--- config.mk ---
export PLATFORM = sky130hd
export DESIGN_NAME = bypass_net_flat
export DESIGN_NICKNAME = d
export VERILOG_FILES = /design/src/rtl/bypass_net_if.sv /design/src/rtl/bypass_net.sv /design/src/flat_wrapper.sv
export SDC_FILE = /design/constraint.sdc
export NUM_CORES = 1
export LEC_CHECK = 0
export ABC_CLOCK_PERIOD_IN_PS = 2350
export BUFFER_PORTS_ARGS = -buffer_cell sky130_fd_sc_hd__buf_2
export CELL_PAD_IN_SITES_DETAIL_PLACEMENT = 2
export CELL_PAD_IN_SITES_GLOBAL_PLACEMENT = 2
export CORE_MARGIN = 2
export CORE_UTILIZATION = 25
export DETAILED_ROUTE_END_ITERATION = 10
export HOLD_SLACK_MARGIN = 0.03
export PLACE_DENSITY_LB_ADDON = 0.3
export RECOVER_POWER = 25
export SETUP_SLACK_MARGIN = 0.02
export SLEW_MARGIN = 20
export SYNTH_ARGS = -nofsm -noshare
export SYNTH_HDL_FRONTEND = slang
export SYNTH_SLANG_ARGS = --single-unit
export TNS_END_PERCENT = 10
--- constraint.sdc ---
create_clock -name clk -period 2.35 [get_ports clk]
set_input_delay 0.1175 -clock clk [delete_from_list [all_inputs] [get_ports clk]]
set_output_delay 0.1175 -clock clk [all_outputs]
set_load 0.005 [all_outputs]
--- src/rtl/bypass_net_if.sv ---
// Issue/bypass bundle between the issue stage and the operand-forwarding network.
interface bypass_net_if #(
  parameter int unsigned ISSUE_W = 2,
  parameter int unsigned NSTAGE  = 4,
  parameter int unsigned DATA_W  = 32,
  parameter int unsigned REG_AW  = 5
);
  logic                             pipe_en;
  logic                             flush;
  logic [ISSUE_W-1:0]               issue_valid;
  logic [ISSUE_W*REG_AW-1:0]        issue_ra1;
  logic [ISSUE_W*REG_AW-1:0]        issue_ra2;
  logic [ISSUE_W*REG_AW-1:0]        issue_rdst;
  logic [ISSUE_W-1:0]               issue_regwrite;
  logic [ISSUE_W-1:0]               issue_late;
  logic [NSTAGE*ISSUE_W*DATA_W-1:0] stage_data;
  logic [ISSUE_W-1:0]               fwd_hit1;
  logic [ISSUE_W-1:0]               fwd_hit2;
  logic [ISSUE_W*DATA_W-1:0]        fwd_data1;
  logic [ISSUE_W*DATA_W-1:0]        fwd_data2;
  logic [ISSUE_W-1:0]               issue_ok;
  logic                             stall;

  modport master (
    output pipe_en, flush, issue_valid, issue_ra1, issue_ra2, issue_rdst,
           issue_regwrite, issue_late, stage_data,
    input  fwd_hit1, fwd_hit2, fwd_data1, fwd_data2, issue_ok, stall
  );

  modport slave (
    input  pipe_en, flush, issue_valid, issue_ra1, issue_ra2, issue_rdst,
           issue_regwrite, issue_late, stage_data,
    output fwd_hit1, fwd_hit2, fwd_data1, fwd_data2, issue_ok, stall
  );
endinterface

--- src/rtl/bypass_net.sv ---
// Operand-forwarding network: tracks in-flight destination tags per stage, resolves
// both sources of each issue slot against the youngest producer and grants issue in order.
module bypass_net #(
  parameter int unsigned ISSUE_W    = 2,
  parameter int unsigned NSTAGE     = 4,
  parameter int unsigned LATE_STAGE = 3,
  parameter int unsigned DATA_W     = 32,
  parameter int unsigned REG_AW     = 5
) (
  input  logic          clk,
  input  logic          resetn,
  bypass_net_if.slave   bus
);

  typedef struct packed {
    logic              hit;
    logic              rdy;
    logic [DATA_W-1:0] data;
  } res_t;

  logic [NSTAGE-1:0][ISSUE_W-1:0]             r_valid;
  logic [NSTAGE-1:0][ISSUE_W-1:0]             r_regwrite;
  logic [NSTAGE-1:0][ISSUE_W-1:0]             r_late;
  logic [NSTAGE-1:0][ISSUE_W-1:0][REG_AW-1:0] r_rdst;

  logic [NSTAGE*ISSUE_W-1:0][DATA_W-1:0] w_sd;
  logic [ISSUE_W-1:0][REG_AW-1:0]        w_ra1, w_ra2, w_rdst;
  logic [ISSUE_W-1:0]                    w_hit1, w_hit2, w_rdy1, w_rdy2;
  logic [ISSUE_W-1:0][DATA_W-1:0]        w_data1, w_data2;
  logic [ISSUE_W-1:0]                    w_raw, w_ok;

  assign w_sd   = bus.stage_data;
  assign w_ra1  = bus.issue_ra1;
  assign w_ra2  = bus.issue_ra2;
  assign w_rdst = bus.issue_rdst;

  // Scan oldest stage first and lowest slot first so the last match is the youngest producer.
  function automatic res_t resolve(input logic [REG_AW-1:0] ra);
    res_t              res;
    logic              found;
    logic              late;
    logic [DATA_W-1:0] d;
    int unsigned       s;
    res.hit  = 1'b0;
    res.rdy  = 1'b1;
    res.data = '0;
    found    = 1'b0;
    late     = 1'b0;
    d        = '0;
    for (int unsigned n = 0; n < NSTAGE; n++) begin
      s = NSTAGE - 1 - n;
      for (int unsigned k = 0; k < ISSUE_W; k++) begin
        if (r_valid[s][k] && r_regwrite[s][k] && (r_rdst[s][k] == ra) && (ra != '0)) begin
          found = 1'b1;
          late  = r_late[s][k] && (s < LATE_STAGE);
          d     = w_sd[s*ISSUE_W+k];
        end
      end
    end
    if (found) begin
      if (late) begin
        res.rdy = 1'b0;
      end else begin
        res.hit  = 1'b1;
        res.data = d;
      end
    end
    return res;
  endfunction

  always_comb begin
    w_hit1  = '0;
    w_hit2  = '0;
    w_rdy1  = '1;
    w_rdy2  = '1;
    w_data1 = '0;
    w_data2 = '0;
    for (int unsigned i = 0; i < ISSUE_W; i++) begin
      {w_hit1[i], w_rdy1[i], w_data1[i]} = resolve(w_ra1[i]);
      {w_hit2[i], w_rdy2[i], w_data2[i]} = resolve(w_ra2[i]);
    end
  end

  always_comb begin
    w_raw = '0;
    for (int unsigned i = 1; i < ISSUE_W; i++) begin
      for (int unsigned k = 0; k < i; k++) begin
        if (bus.issue_valid[k] && bus.issue_regwrite[k] && (w_rdst[k] != '0) &&
            ((w_rdst[k] == w_ra1[i]) || (w_rdst[k] == w_ra2[i])))
          w_raw[i] = 1'b1;
      end
    end
  end

  always_comb begin : p_grant
    logic w_prev;
    w_ok    = '0;
    w_prev  = w_rdy1[0] & w_rdy2[0];
    w_ok[0] = w_prev;
    for (int unsigned i = 1; i < ISSUE_W; i++) begin
      if (bus.issue_valid[i])
        w_prev = w_prev & w_rdy1[i] & w_rdy2[i] & ~w_raw[i];
      w_ok[i] = w_prev;
    end
  end

  assign bus.fwd_hit1  = w_hit1;
  assign bus.fwd_hit2  = w_hit2;
  assign bus.fwd_data1 = w_data1;
  assign bus.fwd_data2 = w_data2;
  assign bus.issue_ok  = w_ok;
  assign bus.stall     = bus.issue_valid[0] & ~w_ok[0];

  always_ff @(posedge clk or negedge resetn) begin
    if (!resetn) begin
      r_valid    <= '0;
      r_regwrite <= '0;
      r_late     <= '0;
      r_rdst     <= '0;
    end else if (bus.flush) begin
      r_valid <= '0;
    end else if (bus.pipe_en) begin
      r_valid[0]    <= bus.issue_valid & w_ok;
      r_regwrite[0] <= bus.issue_regwrite;
      r_late[0]     <= bus.issue_late;
      r_rdst[0]     <= w_rdst;
      for (int unsigned s = 1; s < NSTAGE; s++) begin
        r_valid[s]    <= r_valid[s-1];
        r_regwrite[s] <= r_regwrite[s-1];
        r_late[s]     <= r_late[s-1];
        r_rdst[s]     <= r_rdst[s-1];
      end
    end
  end

endmodule

--- src/flat_wrapper.sv ---
// flat-port wrapper written by rule: the top's interface ports become plain ports
module bypass_net_flat 
#(
  parameter int unsigned ISSUE_W    = 2,
  parameter int unsigned NSTAGE     = 4,
  parameter int unsigned LATE_STAGE = 3,
  parameter int unsigned DATA_W     = 32,
  parameter int unsigned REG_AW     = 5
)
  (clk, resetn, bus_pipe_en, bus_flush, bus_issue_valid, bus_issue_ra1, bus_issue_ra2, bus_issue_rdst, bus_issue_regwrite, bus_issue_late, bus_stage_data, bus_fwd_hit1, bus_fwd_hit2, bus_fwd_data1, bus_fwd_data2, bus_issue_ok, bus_stall);
  bypass_net_if #(.ISSUE_W(ISSUE_W), .NSTAGE(NSTAGE), .DATA_W(DATA_W), .REG_AW(REG_AW)) bus_i ();
  input  logic clk;
  input  logic resetn;
  input wire logic [$bits(bus_i.pipe_en)-1:0] bus_pipe_en;
  input wire logic [$bits(bus_i.flush)-1:0] bus_flush;
  input wire logic [$bits(bus_i.issue_valid)-1:0] bus_issue_valid;
  input wire logic [$bits(bus_i.issue_ra1)-1:0] bus_issue_ra1;
  input wire logic [$bits(bus_i.issue_ra2)-1:0] bus_issue_ra2;
  input wire logic [$bits(bus_i.issue_rdst)-1:0] bus_issue_rdst;
  input wire logic [$bits(bus_i.issue_regwrite)-1:0] bus_issue_regwrite;
  input wire logic [$bits(bus_i.issue_late)-1:0] bus_issue_late;
  input wire logic [$bits(bus_i.stage_data)-1:0] bus_stage_data;
  output wire logic [$bits(bus_i.fwd_hit1)-1:0] bus_fwd_hit1;
  output wire logic [$bits(bus_i.fwd_hit2)-1:0] bus_fwd_hit2;
  output wire logic [$bits(bus_i.fwd_data1)-1:0] bus_fwd_data1;
  output wire logic [$bits(bus_i.fwd_data2)-1:0] bus_fwd_data2;
  output wire logic [$bits(bus_i.issue_ok)-1:0] bus_issue_ok;
  output wire logic [$bits(bus_i.stall)-1:0] bus_stall;
  assign bus_i.pipe_en = bus_pipe_en;
  assign bus_i.flush = bus_flush;
  assign bus_i.issue_valid = bus_issue_valid;
  assign bus_i.issue_ra1 = bus_issue_ra1;
  assign bus_i.issue_ra2 = bus_issue_ra2;
  assign bus_i.issue_rdst = bus_issue_rdst;
  assign bus_i.issue_regwrite = bus_issue_regwrite;
  assign bus_i.issue_late = bus_issue_late;
  assign bus_i.stage_data = bus_stage_data;
  assign bus_fwd_hit1 = bus_i.fwd_hit1;
  assign bus_fwd_hit2 = bus_i.fwd_hit2;
  assign bus_fwd_data1 = bus_i.fwd_data1;
  assign bus_fwd_data2 = bus_i.fwd_data2;
  assign bus_issue_ok = bus_i.issue_ok;
  assign bus_stall = bus_i.stall;
  bypass_net #(.ISSUE_W(ISSUE_W), .NSTAGE(NSTAGE), .LATE_STAGE(LATE_STAGE), .DATA_W(DATA_W), .REG_AW(REG_AW)) u_core (.clk(clk), .resetn(resetn), .bus(bus_i));
endmodule
[Word-level counts from Yosys, hierarchy flattened]
Index checks and enable logic that the tools add are counted.
Cells by class
  equality and inequality tests: 34
  mux-type cells: 104
  bitwise gates (word level): 9
  reductions and logical operators: 83
Operators by type and width (count)
  $mux 32: 36
  $eq 5x5->1: 34
  $mux 34: 4
  $logic_and 1x1->1: 75
  $mux 1: 62
  $reduce_bool 5->1: 5
  $mux 8: 2
  $and 1x1->1: 5
  $not 1->1: 3
  $and 2x2->2: 1
  $reduce_and 2->1: 1
  $reduce_bool 2->1: 1
  $logic_or 1x1->1: 1
Word-level totals
  register bits: 62
  word-level logic and storage cells: 249

[Longest topological paths before layout]
  depth after elaboration: 21
  mapped depth: 13
  gate-level depth less buffers: 9

[Least setup slack after synthesis]
OpenSTA, ideal clock, no wires.
  kind: flip-flop to output port
  start: register u_core.r_rdst[35] in the netlist's numbering
  end: output port bus_fwd_data1[10]
  arrival time: 2.410 ns
  path slack: -0.178 ns
  stages on the path, launching flop included: 10
  path buffers: 2
  cells stage by stage: dfrtp_1 clkbuf_1 xor2_1 nor4_1 and2_0 clkbuf_1 a22oi_1 a211o_1 a311o_1 a221oi_1
Between the ends
  word-level cells in the longest chain between the ends: 12
  elaborated cells between the ends (all ways): 19
  classes of those cells: 1 x eq/ne; 16 x mux; 2 x reduce/logical
Ends and longest elaborated chain
  start, declared: line bypass_net.sv:24  | logic [NSTAGE-1:0][ISSUE_W-1:0][REG_AW-1:0] r_rdst;
  start signal, assigned by index: line bypass_net.sv:131  | r_rdst[s] <= r_rdst[s-1];
  $eq 5x5->1 (*): line bypass_net.sv:53  | if (r_valid[s][k] && r_regwrite[s][k] && (r_rdst[s][k] == ra) && (ra != '0)) begin
  $logic_and 1x1->1 (*) (2 in series): line bypass_net.sv:53
  $mux 32 (7 in series): line bypass_net.sv:53
  $mux 32: line bypass_net.sv:61  | if (late) begin
  $mux 34 (*): line bypass_net.sv:60  | if (found) begin
  end, declared: line flat_wrapper.sv:25  | output wire logic [$bits(bus_i.fwd_data1)-1:0] bus_fwd_data1;
Every way passes the cells marked *; elsewhere a longest branch is shown, timed or not.

[Final worst setup path]
  start: register u_core.r_rdst[35] in the netlist's numbering
  end: output port bus_fwd_data1[28]
The elaborated chain is that of the path after synthesis.

==> run metrics <==
outcome=complete, but fails checks; failing checks=negative setup slack; Reg power frac=0.239; worst r2r path cells=11; Final Cycle Share=1.508; Max transition margin=0.3274; CP Cell Sequence=buf_4 -> xor2_1 -> nor4_4 -> buf_4 -> nand3_1 -> o311ai_4 -> o211ai_1 -> a31oi_1 -> a211oi_2 -> nor3_4 -> buf_2; post-synth design cell area=13620 sq um; Synthesis Warnings=0; final hold violation count=0; Tot GR Track Use=0.3854; total power=0.007264 W; VDD IR-drop max=approximately 0.0005 V; number of port buffers=between 400 and 500; # placed instances=~3.3k; DRT iter0 DRCs=between 2k and 2.5k; Pint=0.004025 W; post-route setup slack=-1.194 ns; Via density=around 6.6; Std-Cell Rows=85; CTS Sinks=between 60 and 70; Worst Setup Path Type=reg2out; Synth cell types=76; Synth Flop Type=dfrtp_1; Comb pwr share=0.545; Critical Path Fanout Max=29; TritonCTS clock tree=done; Core Box Area=between 50000 and 60000 sq um; Worst EP required=2.23 ns; starting density of the core=0.2531; final WL=~120 mm; max incr delay on CP=around 0.47 ns; DRC violations left=0; vias in the first global route=23.67k; share of layout cells above drive strength 1=0.4794; syn_nets=between 2k and 2.5k; min Tclk post-route=roughly 3.5 ns; clock share of power=0.216; Fmax=around 0.28 GHz; Switching Share=0.4459; cells after synthesis=2012; cell depth of the worst hold path=2; WL/cell=~35 microns; Post-DRT Antenna Nets=0; H-tree Lvls=3; drt first pass iters=7; die height=237.4 microns; detailed placement HPWL=around 85 mm; Die Area=between 50000 and 60000 sq um; Vias=~23k; post-layout util=0.4229; initial antenna violation count=20; CTS buffer count=9; clock skew=between 0.008 and 0.009 ns; Final setup viols=180; Total Nets Final=slightly above 3k; Setup crit start kind=register; fin. max-slew vios=0; Synth async-reset ratio=1.000; RSZ-0062 raised after global routing=yes; number of synthesized register bits=just over 60; sequential area share after synthesis=0.1139; worst slack, placed=-1.129 ns; Critical Path AT=3.43 ns; gpl congestion=0.9809; largest net degree at the start of global routing=57; io pins=roughly 430; r2r setup slk=-0.63 ns; number of flops mapped to enable cells by yosys=0; Max clock buf depth=2; CP endpoint kind=output pin; Avg Cell Area, Syn=6.769 sq um; die span in x=approximately 240 microns; max_cap viols=0; Switch Pwr=0.003239 W; worst-margin pin slew=1.009 ns; global-route wire length before repair=163.6 mm; clock latency on the worst-skew pair=between 0.3 and 0.4 ns; most used cell, CP=buf_4; Worst Hold Class=in2reg; CTS clk-pin slew, worst paths=~0.06 ns; Non-Filler Instances=3452; CP max-delay cell=buf_4; Pleak=9.526 nW; grt total ovfl=0; PD cells=around 320 nW/um^2; root buffer cell=clkbuf_16; Layout area overhead=67.12%
-- path summary, 6_finish.rpt --
kind                                   start           endpoint
min                        bus_issue_rdst[4]   u_core.r_rdst[4]
max                        u_core.r_rdst[35]  bus_fwd_data1[28]
min in group asynchronous             resetn  u_core.r_rdst[15]
max in group asynchronous             resetn  u_core.r_rdst[38]
min reg2reg                 u_core.r_rdst[8]   u_core.r_rdst[8]
max reg2reg                u_core.r_rdst[15]  u_core.r_valid[0]
-- logic make-up after synthesis --
family                 synth area share
buffers and inverters            0.1074
XOR/XNOR                        0.09775
AND/OR/NAND/NOR                  0.2483
multiplexers                    0.04070
AO/OA/AOI/OAI                    0.3919
flip-flops                       0.1139
-- flip-flops by register name (all words and copies together) (netlist names) --
register,flops
u_core.r_rdst,40
u_core.r_regwrite,8
u_core.r_valid,8
u_core.r_late,6
-- cells in the final DEF, fill, tap and decap left out, types with 22 or more instances in the layout --
cell type  netlist  routed
a211oi_1        69      44
a211oi_2        10      31
a21oi_1         43      34
a221oi_1        97      64
a221oi_2         0      31
a31oi_1         49      40
buf_12           0      65
buf_2           44     416
buf_4           15     408
buf_6            6      53
dfrtp_1         62      45
inv_1           88      86
mux2_2          43      43
nand2_1        184     177
nand3_1        103      93
nand4_1         24      24
nor2_1         218     213
nor3_2           3      23
o2111ai_1       30      27
o211ai_1        66      66
o21ai_0         75      46
o21ai_1          1      22
o221ai_1        34      30
o22ai_1         67      67
o311ai_1         4      33
xnor2_1         85      74
xor2_1          67      64
-- power groups by stage --
stage / clock network [W] / registers, W / logic (W)
final: 0.00157 / 0.00174 / 0.00396
after global routing: 0.00161 / 0.00174 / 0.00407
after CTS: 0.00156 / 0.00168 / 0.00354
after detailed placement: 0 / 0.00168 / 0.00324
after global placement: 0 / 0.00164 / 0.00314
after floorplan: 0 / 0.00141 / 0.00159
-- final cells by class --
cell class / count / area (sq um)
clock buffer: 10 / 239.0
fill: 6111 / 31050
timing repair buffer: 968 / 7345
sequential: 62 / 1573
multi-input combinational: 1603 / 12260
tap: 696 / 870.8
inverter: 90 / 342.8
clock inverter: 6 / 91.34
antenna: 17 / 42.54
-- Yosys cell counts (all sizes together) (33+ instances only) --
cell type | number | area [sq um]
nor2 | 220 | 830.8
o211ai | 67 | 508.0
o22ai | 67 | 419.2
nor3 | 44 | 235.2
a221oi | 97 | 849.6
nand3 | 103 | 515.5
clkbuf | 172 | 646.9
dfrtp | 62 | 1551
xor2 | 67 | 586.8
inv | 90 | 340.3
nor3b | 33 | 247.7
a31oi | 49 | 306.5
a21oi | 44 | 224.0
o21ai | 77 | 396.6
buf | 85 | 475.5
o221ai | 34 | 297.8
a211oi | 79 | 643.1
xnor2 | 85 | 744.5
nand2 | 185 | 696.9
o311ai | 43 | 376.6
mux2 | 43 | 484.2
-- worst max-delay path: cells and delay by family, from the launching register on --
| family | cells | cell delay, ns |
|---|---|---|
| and+or+nand+nor | 3 | 0.85 |
| buffers and inverters | 3 | 0.82 |
| AOI/OAI and AO/OA | 4 | 0.77 |
| DFF | 1 | 0.44 |
| xor gates and xnor gates | 1 | 0.16 |
-- metal layers --
metal | share of wire | up-vias | routed length, microns | global-route usage
met5 | 0.00049 | - | 60 | 0
met4 | 0.073 | 10 | 8869 | 0.2030
met3 | 0.10 | 546 | 12130 | 0.07583
met2 | 0.46 | 1699 | 55960 | 0.6387
met1 | 0.37 | 11410 | 44810 | 0.4719
li1 | - | 9152 | - | -
-- metrics by stage --
| step | instance area (sq um) | hold WS, ns | setup TNS, ns |
|---|---|---|---|
| 6_report | 22760 | 0.1014 | -150.70 |
| 5_1_grt | 22760 | 0.1001 | -159.61 |
| 4_1_cts | 21780 | 0.05730 | -110.87 |
| 3_5_place_dp | 20030 | 0.2523 | -104.18 |
| 3_3_place_gp | 20030 | 0.2515 | -93.27 |
| 2_1_floorplan | 13800 | -0.1781 | -1.434 |
-- timing repair --
action | 4_1_cts | 5_1_grt
endpoints found under the setup margin | 137 | 137
cloned | 1 | 3
setup buffers | 41 | 32
resized for setup | 274 | 132
pin swaps | 141 | 61
hold buffers | 10 | 0
endpoints found under the hold margin | 36 | 0
No activity file was read; power rests on OpenSTA's default activity.
